===== src/rtl/sd_cmd_engine.sv =====
`timescale 1ns/1ps
// sd_cmd_engine
// Command-line engine for an SD card in SPI-less (native) mode on the
// IceSugar-Nano microSD path. It divides CLK down to SD_CLK and sends the
// power-up clock burst. It then serialises 48-bit command frames with CRC7 on
// CMD and captures no response, a 48-bit response or a 136-bit response.
//
// Ports
//   CLK        system clock, all logic on the rising edge
//   RST        synchronous active-high reset
//   START      transaction request, honoured only while BUSY=0
//   CMD_IDX    command index, latched when START is accepted
//   CMD_ARG    command argument, latched when START is accepted
//   RESP_TYPE  00/11 none, 01 48-bit response, 10 136-bit (R2) response
//   SD_CLK     divided card clock
//   CMD_OUT    value driven onto CMD while CMD_OE=1
//   CMD_OE     1 drives CMD, 0 releases it to the pull-up
//   CMD_IN     sampled CMD line
//   BUSY       high in every state except IDLE
//   DONE       one-CLK pulse when a transaction finishes
//   TIMEOUT    sticky, card start bit missing after RESP_TIMEOUT rises
//   CRC_ERR    sticky, 48-bit CRC7 mismatch or end bit 0
//   RESP       captured response payload
module sd_cmd_engine #(
    parameter int CLK_DIV      = 60,
    parameter int INIT_CLOCKS  = 80,
    parameter int RESP_TIMEOUT = 64,
    parameter int GAP_CLOCKS   = 8
) (
    input  logic         CLK,
    input  logic         RST,
    input  logic         START,
    input  logic [5:0]   CMD_IDX,
    input  logic [31:0]  CMD_ARG,
    input  logic [1:0]   RESP_TYPE,
    output logic         SD_CLK,
    output logic         CMD_OUT,
    output logic         CMD_OE,
    input  logic         CMD_IN,
    output logic         BUSY,
    output logic         DONE,
    output logic         TIMEOUT,
    output logic         CRC_ERR,
    output logic [127:0] RESP
);

    localparam int DIV_W   = (CLK_DIV > 1) ? $clog2(CLK_DIV) : 1;
    localparam int MAX_A   = (INIT_CLOCKS > RESP_TIMEOUT) ? INIT_CLOCKS : RESP_TIMEOUT;
    localparam int MAX_B   = (GAP_CLOCKS > 136) ? GAP_CLOCKS : 136;
    localparam int CNT_MAX = (MAX_A > MAX_B) ? MAX_A : MAX_B;
    localparam int CNT_W   = $clog2(CNT_MAX + 1);

    typedef enum logic [2:0] {
        ST_INIT,
        ST_IDLE,
        ST_SEND,
        ST_WAIT_RESP,
        ST_RECV,
        ST_GAP
    } state_t;

    state_t             state;
    state_t             state_next;
    logic [DIV_W-1:0]   div_cnt;
    logic               div_wrap;
    logic               rise_tick;
    logic               fall_tick;
    logic [CNT_W-1:0]   step_cnt;
    logic               step_event;
    logic [47:0]        tx_sr;
    logic [126:0]       rx_sr;
    logic [127:0]       rx_next;
    logic               has_resp;
    logic               long_resp;
    logic               last_rx_bit;

    // CRC7 with polynomial x^7 + x^3 + 1, zero seed, fed MSB first.
    function automatic logic [6:0] crc7_calc(input logic [39:0] data);
        logic [6:0] crc;
        logic       fb;
        crc = '0;
        for (int i = 39; i >= 0; i--) begin
            fb  = data[i] ^ crc[6];
            crc = {crc[5:0], 1'b0} ^ (fb ? 7'h09 : 7'h00);
        end
        return crc;
    endfunction

    // Full command frame: start bit, transmission bit, index, argument,
    // CRC7 over the first 40 bits, and the end bit.
    function automatic logic [47:0] build_frame(input logic [5:0] idx, input logic [31:0] arg);
        logic [39:0] head;
        head = {2'b01, idx, arg};
        return {head, crc7_calc(head), 1'b1};
    endfunction

    // Free-running divider. A tick is the CLK cycle where SD_CLK is about to
    // toggle, so the FSM acts on the same edge as the card clock changes.
    assign div_wrap  = (div_cnt == DIV_W'(CLK_DIV - 1));
    assign rise_tick = div_wrap & ~SD_CLK;
    assign fall_tick = div_wrap & SD_CLK;

    always_ff @(posedge CLK) begin
        if (RST) begin
            div_cnt <= '0;
            SD_CLK  <= 1'b0;
        end else if (div_wrap) begin
            div_cnt <= '0;
            SD_CLK  <= ~SD_CLK;
        end else begin
            div_cnt <= div_cnt + DIV_W'(1);
        end
    end

    // The incoming bit is appended before the final compare, so the checks
    // at the last bit look at the complete response.
    assign rx_next     = {rx_sr, CMD_IN};
    assign last_rx_bit = (step_cnt == (long_resp ? CNT_W'(134) : CNT_W'(46)));

    // State register.
    always_ff @(posedge CLK) begin
        if (RST) begin
            state <= ST_INIT;
        end else begin
            state <= state_next;
        end
    end

    // Next-state logic. Every state advances only on SD_CLK ticks except
    // IDLE, which reacts to START immediately.
    always_comb begin
        state_next = state;
        case (state)
            ST_INIT: begin
                if (rise_tick && step_cnt == CNT_W'(INIT_CLOCKS - 1)) begin
                    state_next = ST_IDLE;
                end
            end
            ST_IDLE: begin
                if (START) begin
                    state_next = ST_SEND;
                end
            end
            ST_SEND: begin
                if (fall_tick && step_cnt == CNT_W'(48)) begin
                    state_next = has_resp ? ST_WAIT_RESP : ST_GAP;
                end
            end
            ST_WAIT_RESP: begin
                if (rise_tick) begin
                    if (!CMD_IN) begin
                        state_next = ST_RECV;
                    end else if (step_cnt == CNT_W'(RESP_TIMEOUT - 1)) begin
                        state_next = ST_GAP;
                    end
                end
            end
            ST_RECV: begin
                if (rise_tick && last_rx_bit) begin
                    state_next = ST_GAP;
                end
            end
            ST_GAP: begin
                if (rise_tick && step_cnt == CNT_W'(GAP_CLOCKS - 1)) begin
                    state_next = ST_IDLE;
                end
            end
            default: state_next = ST_INIT;
        endcase
    end

    // Output decode.
    always_comb begin
        BUSY = (state != ST_IDLE);
    end

    // SEND counts falling edges (one bit driven per fall), the other states
    // count rising edges. The counter restarts on every state change.
    assign step_event = (state == ST_SEND) ? fall_tick : rise_tick;

    // Datapath: frame shifter, response capture, sticky flags and DONE.
    always_ff @(posedge CLK) begin
        if (RST) begin
            CMD_OUT   <= 1'b1;
            CMD_OE    <= 1'b0;
            DONE      <= 1'b0;
            TIMEOUT   <= 1'b0;
            CRC_ERR   <= 1'b0;
            RESP      <= '0;
            step_cnt  <= '0;
            tx_sr     <= '0;
            rx_sr     <= '0;
            has_resp  <= 1'b0;
            long_resp <= 1'b0;
        end else begin
            DONE <= 1'b0;

            if (state_next != state) begin
                step_cnt <= '0;
            end else if (state != ST_IDLE && step_event) begin
                step_cnt <= step_cnt + CNT_W'(1);
            end

            case (state)
                ST_IDLE: begin
                    if (START) begin
                        has_resp  <= (RESP_TYPE == 2'b01) || (RESP_TYPE == 2'b10);
                        long_resp <= (RESP_TYPE == 2'b10);
                        tx_sr     <= build_frame(CMD_IDX, CMD_ARG);
                        TIMEOUT   <= 1'b0;
                        CRC_ERR   <= 1'b0;
                    end
                end
                ST_SEND: begin
                    if (fall_tick) begin
                        if (step_cnt == CNT_W'(48)) begin
                            CMD_OE  <= 1'b0;
                            CMD_OUT <= 1'b1;
                        end else begin
                            CMD_OE  <= 1'b1;
                            CMD_OUT <= tx_sr[47];
                            tx_sr   <= {tx_sr[46:0], 1'b0};
                        end
                    end
                end
                ST_WAIT_RESP: begin
                    if (rise_tick) begin
                        // Clearing here leaves the start bit as a zero above
                        // the captured bits, so a short response lines up as
                        // a full 48-bit frame at rx_next[47:0].
                        if (!CMD_IN) begin
                            rx_sr <= '0;
                        end else if (step_cnt == CNT_W'(RESP_TIMEOUT - 1)) begin
                            TIMEOUT <= 1'b1;
                        end
                    end
                end
                ST_RECV: begin
                    if (rise_tick) begin
                        rx_sr <= rx_next[126:0];
                        if (last_rx_bit) begin
                            if (long_resp) begin
                                RESP    <= {rx_next[127:1], 1'b0};
                                CRC_ERR <= ~rx_next[0];
                            end else begin
                                RESP    <= {90'b0, rx_next[45:8]};
                                CRC_ERR <= ~rx_next[0] |
                                           (crc7_calc(rx_next[47:8]) != rx_next[7:1]);
                            end
                        end
                    end
                end
                ST_GAP: begin
                    if (rise_tick && step_cnt == CNT_W'(GAP_CLOCKS - 1)) begin
                        DONE <= 1'b1;
                    end
                end
                default: begin
                end
            endcase
        end
    end

endmodule


===== config.mk =====
export PLATFORM = sky130hd
export DESIGN_NAME = sd_cmd_engine
export DESIGN_NICKNAME = d
export VERILOG_FILES = /design/src/rtl/sd_cmd_engine.sv
export SDC_FILE = /design/constraint.sdc
export NUM_CORES = 1
export LEC_CHECK = 0
export CAP_MARGIN = 25
export CORE_ASPECT_RATIO = 2
export CORE_MARGIN = 4
export CORE_UTILIZATION = 40
export CTS_CLUSTER_SIZE = 25
export DETAILED_ROUTE_END_ITERATION = 6
export SLEW_MARGIN = 15
export SYNTH_ARGS = -nofsm -noshare
export SYNTH_HDL_FRONTEND = slang
export SYNTH_SLANG_ARGS = --single-unit

===== constraint.sdc =====
create_clock -name CLK -period 4.4 [get_ports CLK]
set_input_delay 0.66 -clock CLK [delete_from_list [all_inputs] [get_ports CLK]]
set_output_delay 0.66 -clock CLK [all_outputs]
set_load 0.02 [all_outputs]

==> Implementation_results.wiki, run 1 <==
{| class="wikitable"
! Metric !! Value
|-
| Max-capacitance violation count || 0
|-
| Number of different library cells in the post-synthesis netlist || 48
|-
| Port-buffer cells || 178
|-
| Capturing element type of the critical path || flop
|-
| Horizontal die dimension || 141 um
|-
| Die area || 38600 um^2
|-
| Clock transition at path regs || 0.07 ns
|-
| Proportion of total power due to net switching || 0.226
|-
| Crit Path Class || in -> reg
|-
| WL/cell || 18.0 um
|-
| Total I/O pin count || 179
|-
| Highest attainable clock frequency || 0.327 GHz
|-
| Sinks on Clock Net || 328
|-
| Register-to-register setup slack || 1.36 ns
|-
| Number of core rows || 97
|-
| Critical path required time || 4.80 ns
|-
| Mean post-synth cell area || 9.06 um^2
|-
| DRC || 0
|-
| Synthesized net count || 1608
|-
| Combinational Power Share || 0.109
|-
| Primary flip-flop cell chosen by synthesis mapping || dfxtp_1
|-
| Cell-internal power || 4.96 mW
|-
| Ratio of routed vias to standard cells || 5.39
|-
| Maximum fanout along the worst path || 4
|-
| Via count of the first global-routing pass || 11.4k
|-
| Compound-cell area share of the yosys netlist || 0.160
|-
| #FFs+latches synth || 328
|-
| Initial antenna violation count || 0
|-
| Violation count after the first detailed-routing iteration || 532
|-
| Gr usage total || 0.192
|-
| Data arrival, critical path || 3.46 ns
|-
| Static leakage power || 5.89 nW
|-
| GRT Residual Overflow || 0
|-
| Nets || 1690
|-
| Dominant cell type by area after synthesis || dfxtp_1
|-
| Synthesized-area fraction occupied by xor and xnor cells || 0.130
|-
| Cell with the most instances after synthesis || dfxtp_1
|-
| Area share of and/or/nand/nor cells after synthesis || 0.171
|-
| Combinational family with the most area after synthesis || simple AND/OR/NAND/NOR gates
|-
| Portion of synthesized cell area occupied by the leading cell type || 0.465
|-
| Proportion of layout cells with a drive suffix above 1 || 0.0505
|-
| Clk root buf || clkbuf_16
|-
| Clock network fraction of total power || 0.428
|-
| Die Y || 274 um
|-
| Number of synthesized flops with an enable pin || 0
|-
| Sequential-to-total area share from yosys stat || 0.465
|-
| Count of instances resized after the clock tree is built || 0
|-
| Area of the multi-input gates || 7010 um^2
|-
| Final setup TNS || 0 ns
|-
| Count of nets left with antenna violations after detail routing || 0
|-
| Final design utilization || 0.491
|-
| Worst slew slack as a fraction of its limit || 0.370
|-
| Hold-fix buffers, CTS || 0
|-
| Synthesized netlist cell count || 1559
|-
| Net Switching || 1.45 mW
|-
| IR Drop Worst-Case VDD || 0.294 mV
|-
| Clock tree from TritonCTS || done
|-
| Slew at the pin with the worst max-slew slack || 0.945 ns
|-
| Final worst path period need || 3.06 ns
|-
| Deepest level of the CTS H-tree || 1
|-
| Post-detail-place hpwl || 25.2 mm
|-
| Critical Path Source Type || input pin
|-
| Number of iterations in the first detailed-routing pass || 5
|-
| Wire length of the first global-routing pass || 61.0 mm
|-
| Post-Syn Area || 14100 um^2
|-
| Synthesized-area fraction occupied by adder cells || 0.00443
|-
| Endpoints failing setup || 0
|-
| Hold Path Class || reg -> reg
|-
| Sequential fraction of design power || 0.463
|-
| Number of hold violations in the final report || 0
|-
| Slew Viols, Final || 0
|-
| Placeable core region || 35000 um^2
|-
| Post-CTS setup repair buffer count || 0
|-
| Setup repair after global routing missed its margin || no
|-
| Area taken by flip-flops and latches || 6570 um^2
|-
| Worst clock skew || 0.00968 ns
|-
| Outcome || finished clean
|-
| Fill cell total of the finished layout || 3284
|-
| Vias || 11.4k
|-
| CTS Buf Count || 30
|-
| Pin count of the biggest net entering global routing || 147
|-
| Cell area power density || 374 nW/um^2
|-
| Inserted Diodes || 0
|-
| Initial Util || 0.404
|-
| Final period util || 0.696
|-
| Total number of yosys warnings || 0
|-
| Routed Wire Length || 38.0 mm
|-
| Cell types with the largest area share after synthesis || dfxtp_1, a22oi_1, nor2_1, xnor3_1, nand2_1
|-
| Gp weighted congestion || 0.878
|-
| Proportion of synthesized area in mux cells || 0.0283
|-
| Worst-skew pair later-pin latency || 0.56 ns
|-
| Worst-case clock buffer depth || 3
|-
| Fraction of registers with async set/reset || 0
|-
| Area added between synthesis and finish || 21.4%
|-
| Ranking of synthesized cells by instance count || dfxtp_1, nor2_1, nand2_1, a22oi_1, clkbuf_1
|}
-- area by class of cell --
type / count / area share
multi-input cells: 1078 / 0.409
flip-flops and latches: 328 / 0.383
repair buffers: 194 / 0.113
clock buffers: 41 / 0.0515
well taps: 445 / 0.0325
clock inverters: 14 / 0.00956
inverters: 9 / 0.00197
-- per-stage QoR --
step	hold slack (ns)	instance area [um^2]	instances	worst slack, ns	power (mW)
floorplan	0.432	14100	1559	1.49	3.60
global placement	0.438	16100	2054	0.802	3.74
detailed placement	0.443	16100	2054	0.777	3.74
CTS	0.456	17200	2109	1.34	6.50
global route	0.474	17200	2109	1.07	6.65
finish	0.452	17200	2109	1.34	6.42
-- metal layers --
| layer | vias to the layer above | wire length (um) | global-route usage |
|---|---|---|---|
| met4 | 0 | 1170 | 0.0679 |
| met2 | 262 | 20200 | 0.359 |
| met5 | - | 0 | 0 |
| li1 | 5604 | - | - |
| met3 | 57 | 1900 | 0.0334 |
| met1 | 5440 | 14700 | 0.215 |
-- registers in the layout, indices dropped and copies added, names as in the netlist, 3 cells and up --
signal / flops
step_cnt: 8
state: 3
rx_sr: 127
RESP: 128
div_cnt: 6
tx_sr: 48
-- path summary, 6_finish.rpt --
check,from,to,cells after the start
min,RESP[43],RESP[43],2
max,CMD_IDX[5],tx_sr[2],8
min reg2reg,RESP[43],RESP[43],2
max reg2reg,state[2],rx_sr[16],7
-- cell usage in the layout, fill, tap and decap left out, types with 4 or more instances in the layout --
cell / n
a211oi_1: 39
a21oi_1: 98
a22oi_1: 128
a311oi_1: 39
a31oi_1: 7
and3_1: 4
buf_4: 14
clkbuf_16: 31
clkbuf_8: 7
clkdlybuf4s50_1: 177
clkinv_2: 4
clkinvlp_4: 6
dfxtp_1: 327
ha_1: 5
inv_1: 9
mux2i_1: 40
nand2_1: 194
nand3_1: 103
nand4_1: 5
nor2_1: 229
nor3_1: 16
xnor2_1: 60
xnor3_1: 36
xnor3_2: 5
xor2_1: 22
xor3_1: 6
-- worst max-delay path, stage by stage --
cell and delay, ns:
clkdlybuf4s50_1 0.55, xor3_2 0.48, xor3_1 0.41, xnor3_2 0.41, xnor3_2 0.43, xnor3_1 0.34, nand2_1 0.08, a31oi_1 0.08
-- kinds of logic after synthesis --
| family | count (synthesis) |
|---|---|
| simple gates | 573 |
| compound gates | 329 |
| flops | 328 |
| buf+inv | 153 |
| xor+xnor | 131 |
| mux | 40 |
| fa+ha+maj | 5 |
-- power by group through the flow --
stage	Sequential [mW]	Combinational, mW	Clock [mW]
CTS	2.97	0.704	2.83
global placement	3.04	0.697	0
floorplan	3.04	0.561	0
finish	2.97	0.696	2.75
global route	2.97	0.750	2.93
detailed placement	3.04	0.699	0
Note: power is estimated with default switching activity, not from simulation.
==> inputs of run 2 (changes only) <==
Clock period 4.4 ns to 2.7 ns, I/O delays scaled along.
==> Implementation_results.wiki, run 2 (synthesis gave the netlist of run 1 again) <==
{| class="wikitable"
! Metric !! Value
|-
| Final worst-path setup slack || 0.106 ns
|-
| Most Frequent Cell on Critical Path || xnor3_1
|-
| Highest attainable clock frequency || 0.385 GHz
|-
| Inserted Diodes || 0
|-
| Cell area power density || 610 nW/um^2
|-
| Clk root buf || clkbuf_16
|-
| Number of core rows || 97
|-
| Initial Util || 0.404
|-
| Post-detail-place hpwl || 26.4 mm
|-
| Slew Viols, Final || 0
|-
| Maximum cell stage delay along the critical path || 0.48 ns
|-
| Nets || 1754
|-
| Slowest-stage cell, CP || dfxtp_1
|-
| Register-to-register setup slack || 0.11 ns
|-
| Worst reg2reg path startpoint || rx_sr[33]
|-
| Clock transition at path regs || 0.07 ns
|-
| Number of iterations in the first detailed-routing pass || 5
|-
| Final design utilization || 0.508
|-
| Number of cells on the worst reg-to-reg path || 7
|-
| Maximum fanout along the worst path || 6
|-
| Horizontal die dimension || 141 um
|-
| Critical path required time || 3.16 ns
|-
| Vias || 11.6k
|-
| Static leakage power || 6.29 nW
|-
| Final period util || 0.961
|-
| Flip-flop count of the largest register, all copies and words added || 128
|-
| Wire length of the first global-routing pass || 62.0 mm
|-
| Violation count after the first detailed-routing iteration || 494
|-
| Die area || 38600 um^2
|-
| Sinks on Clock Net || 328
|-
| Setup repair after global routing missed its margin || no
|-
| Worst clock skew || 0.0186 ns
|-
| Ratio of routed vias to standard cells || 5.34
|-
| Total I/O pin count || 179
|-
| GRT Residual Overflow || 0
|-
| Number of hold violations in the final report || 0
|-
| Fill cell total of the finished layout || 3310
|-
| Hold Path Class || in -> reg
|-
| Gp weighted congestion || 0.919
|-
| WL/cell || 17.8 um
|-
| Data arrival, critical path || 3.06 ns
|-
| Most common library cell in the layout ignoring fill and taps || dfxtp_1
|-
| Gr usage total || 0.196
|-
| Area added between synthesis and finish || 25.8%
|-
| Max-capacitance violation count || 0
|-
| Worst setup startpoint || rx_sr[33]
|-
| Leading cell types in the layout, fill and taps excluded || dfxtp_1, nor2_1, nand2_1
|-
| Slew at the pin with the worst max-slew slack || 0.943 ns
|-
| Critical Path End || CRC_ERR
|-
| IR Drop Worst-Case VDD || 0.529 mV
|-
| Registers with the highest flip-flop counts || RESP (128), rx_sr (127), tx_sr (48)
|-
| Die Y || 274 um
|-
| Clock tree from TritonCTS || done
|-
| Worst slew slack as a fraction of its limit || 0.371
|-
| Register bank with the most flops || RESP
|-
| Post-Layout Inst Area || 17800 um^2
|-
| Placeable core region || 35000 um^2
|-
| Crit Path Class || reg -> reg
|-
| DRC || 0
|-
| Final worst path period need || 2.59 ns
|-
| Initial antenna violation count || 0
|-
| Critical Path Source Type || flop
|-
| Via count of the first global-routing pass || 11.6k
|-
| DP Worst Slack || -0.540 ns
|-
| CTS Buf Count || 31
|-
| Area of placed instances || 16600 um^2
|-
| Proportion of layout cells with a drive suffix above 1 || 0.0874
|-
| Endpoints failing setup || 0
|-
| Port-buffer cells || 178
|-
| R2R Path End || CRC_ERR
|-
| Deepest level of the CTS H-tree || 1
|-
| Capturing element type of the critical path || flop
|-
| Worst-skew pair later-pin latency || 0.58 ns
|-
| Pin count of the biggest net entering global routing || 137
|-
| Outcome || finished clean
|-
| Count of nets left with antenna violations after detail routing || 0
|-
| Worst-case clock buffer depth || 3
|-
| Ordered cell list for the critical path || xnor3_1, xnor3_1, xnor2_1, xnor3_1, or3_1, nand2_1, a31oi_1
|-
| Routed Wire Length || 38.7 mm
|}
[run 2: per-stage QoR]
step	std cells	power (mW)	setup TNS (ns)	hold WS, ns
final	2172	10.8	0	0.377
after global routing	2172	11.3	0	0.406
after CTS	2169	11.0	0	0.377
after detailed placement	2114	6.29	-3.11	0.443
after global placement	2114	6.30	-2.96	0.440
after floorplan	1559	5.87	0	0.432
[run 2: power breakdown]
| part | internal (mW) | total [mW] | switching, mW |
|---|---|---|---|
| Clock | 2.74 | 4.65 | 1.91 |
| Combinational | 0.849 | 1.35 | 0.500 |
| Sequential | 4.84 | 4.84 | 0.00432 |
| Total | 8.43 | 10.8 | 2.41 |
[run 2: layer usage]
metal / vias up / share of wire / GRT usage
met5: - / 0 / 0
met4: 0 / 0.033 / 0.0687
met3: 70 / 0.049 / 0.0357
met2: 246 / 0.54 / 0.369
met1: 5561 / 0.38 / 0.216
li1: 5724 / - / -
[run 2: layout make-up]
type / count / area, um^2 / share of cell area
clock inverters: 17 / 226 / 0.0127
well taps: 445 / 557 / 0.0313
clock buffers: 38 / 863 / 0.0486
inverters: 9 / 33.8 / 0.00190
repair buffers: 257 / 2490 / 0.140
multi-input cells: 1078 / 7030 / 0.395
flip-flops and latches: 328 / 6570 / 0.370
[run 2: critical path, delay by kind of cell, from the launching register on]
kind / cells / cell delay (ns)
XOR/XNOR: 4 / 1.56
flip-flops: 1 / 0.48
AND/OR/NAND/NOR: 2 / 0.37
AO/OA/AOI/OAI: 1 / 0.07
[run 2: worst min-delay path by stage]
| stage | cells past startpoint | start | end |
|---|---|---|---|
| after floorplan | 2 | tx_sr[1] | tx_sr[1] |
| after global placement | 2 | RESP[48] | RESP[48] |
| after detailed placement | 2 | RESP[93] | RESP[93] |
| after CTS | 2 | RST | CMD_OE |
| after global routing | 2 | RST | tx_sr[47] |
| final | 2 | RST | CMD_OE |
[run 2: repair_timing]
item	4_1_cts	5_1_grt
resized for setup	0	3
hold buffers	0	0
buffers inserted	0	3
setup endpoints to repair	0	29
==> inputs of run 3 (changes only) <==
Settings changed: HOLD_SLACK_MARGIN set to 0.02.
==> results of run 3 <==
Same layout as run 2: the final DEF is identical, and so are final timing and power.
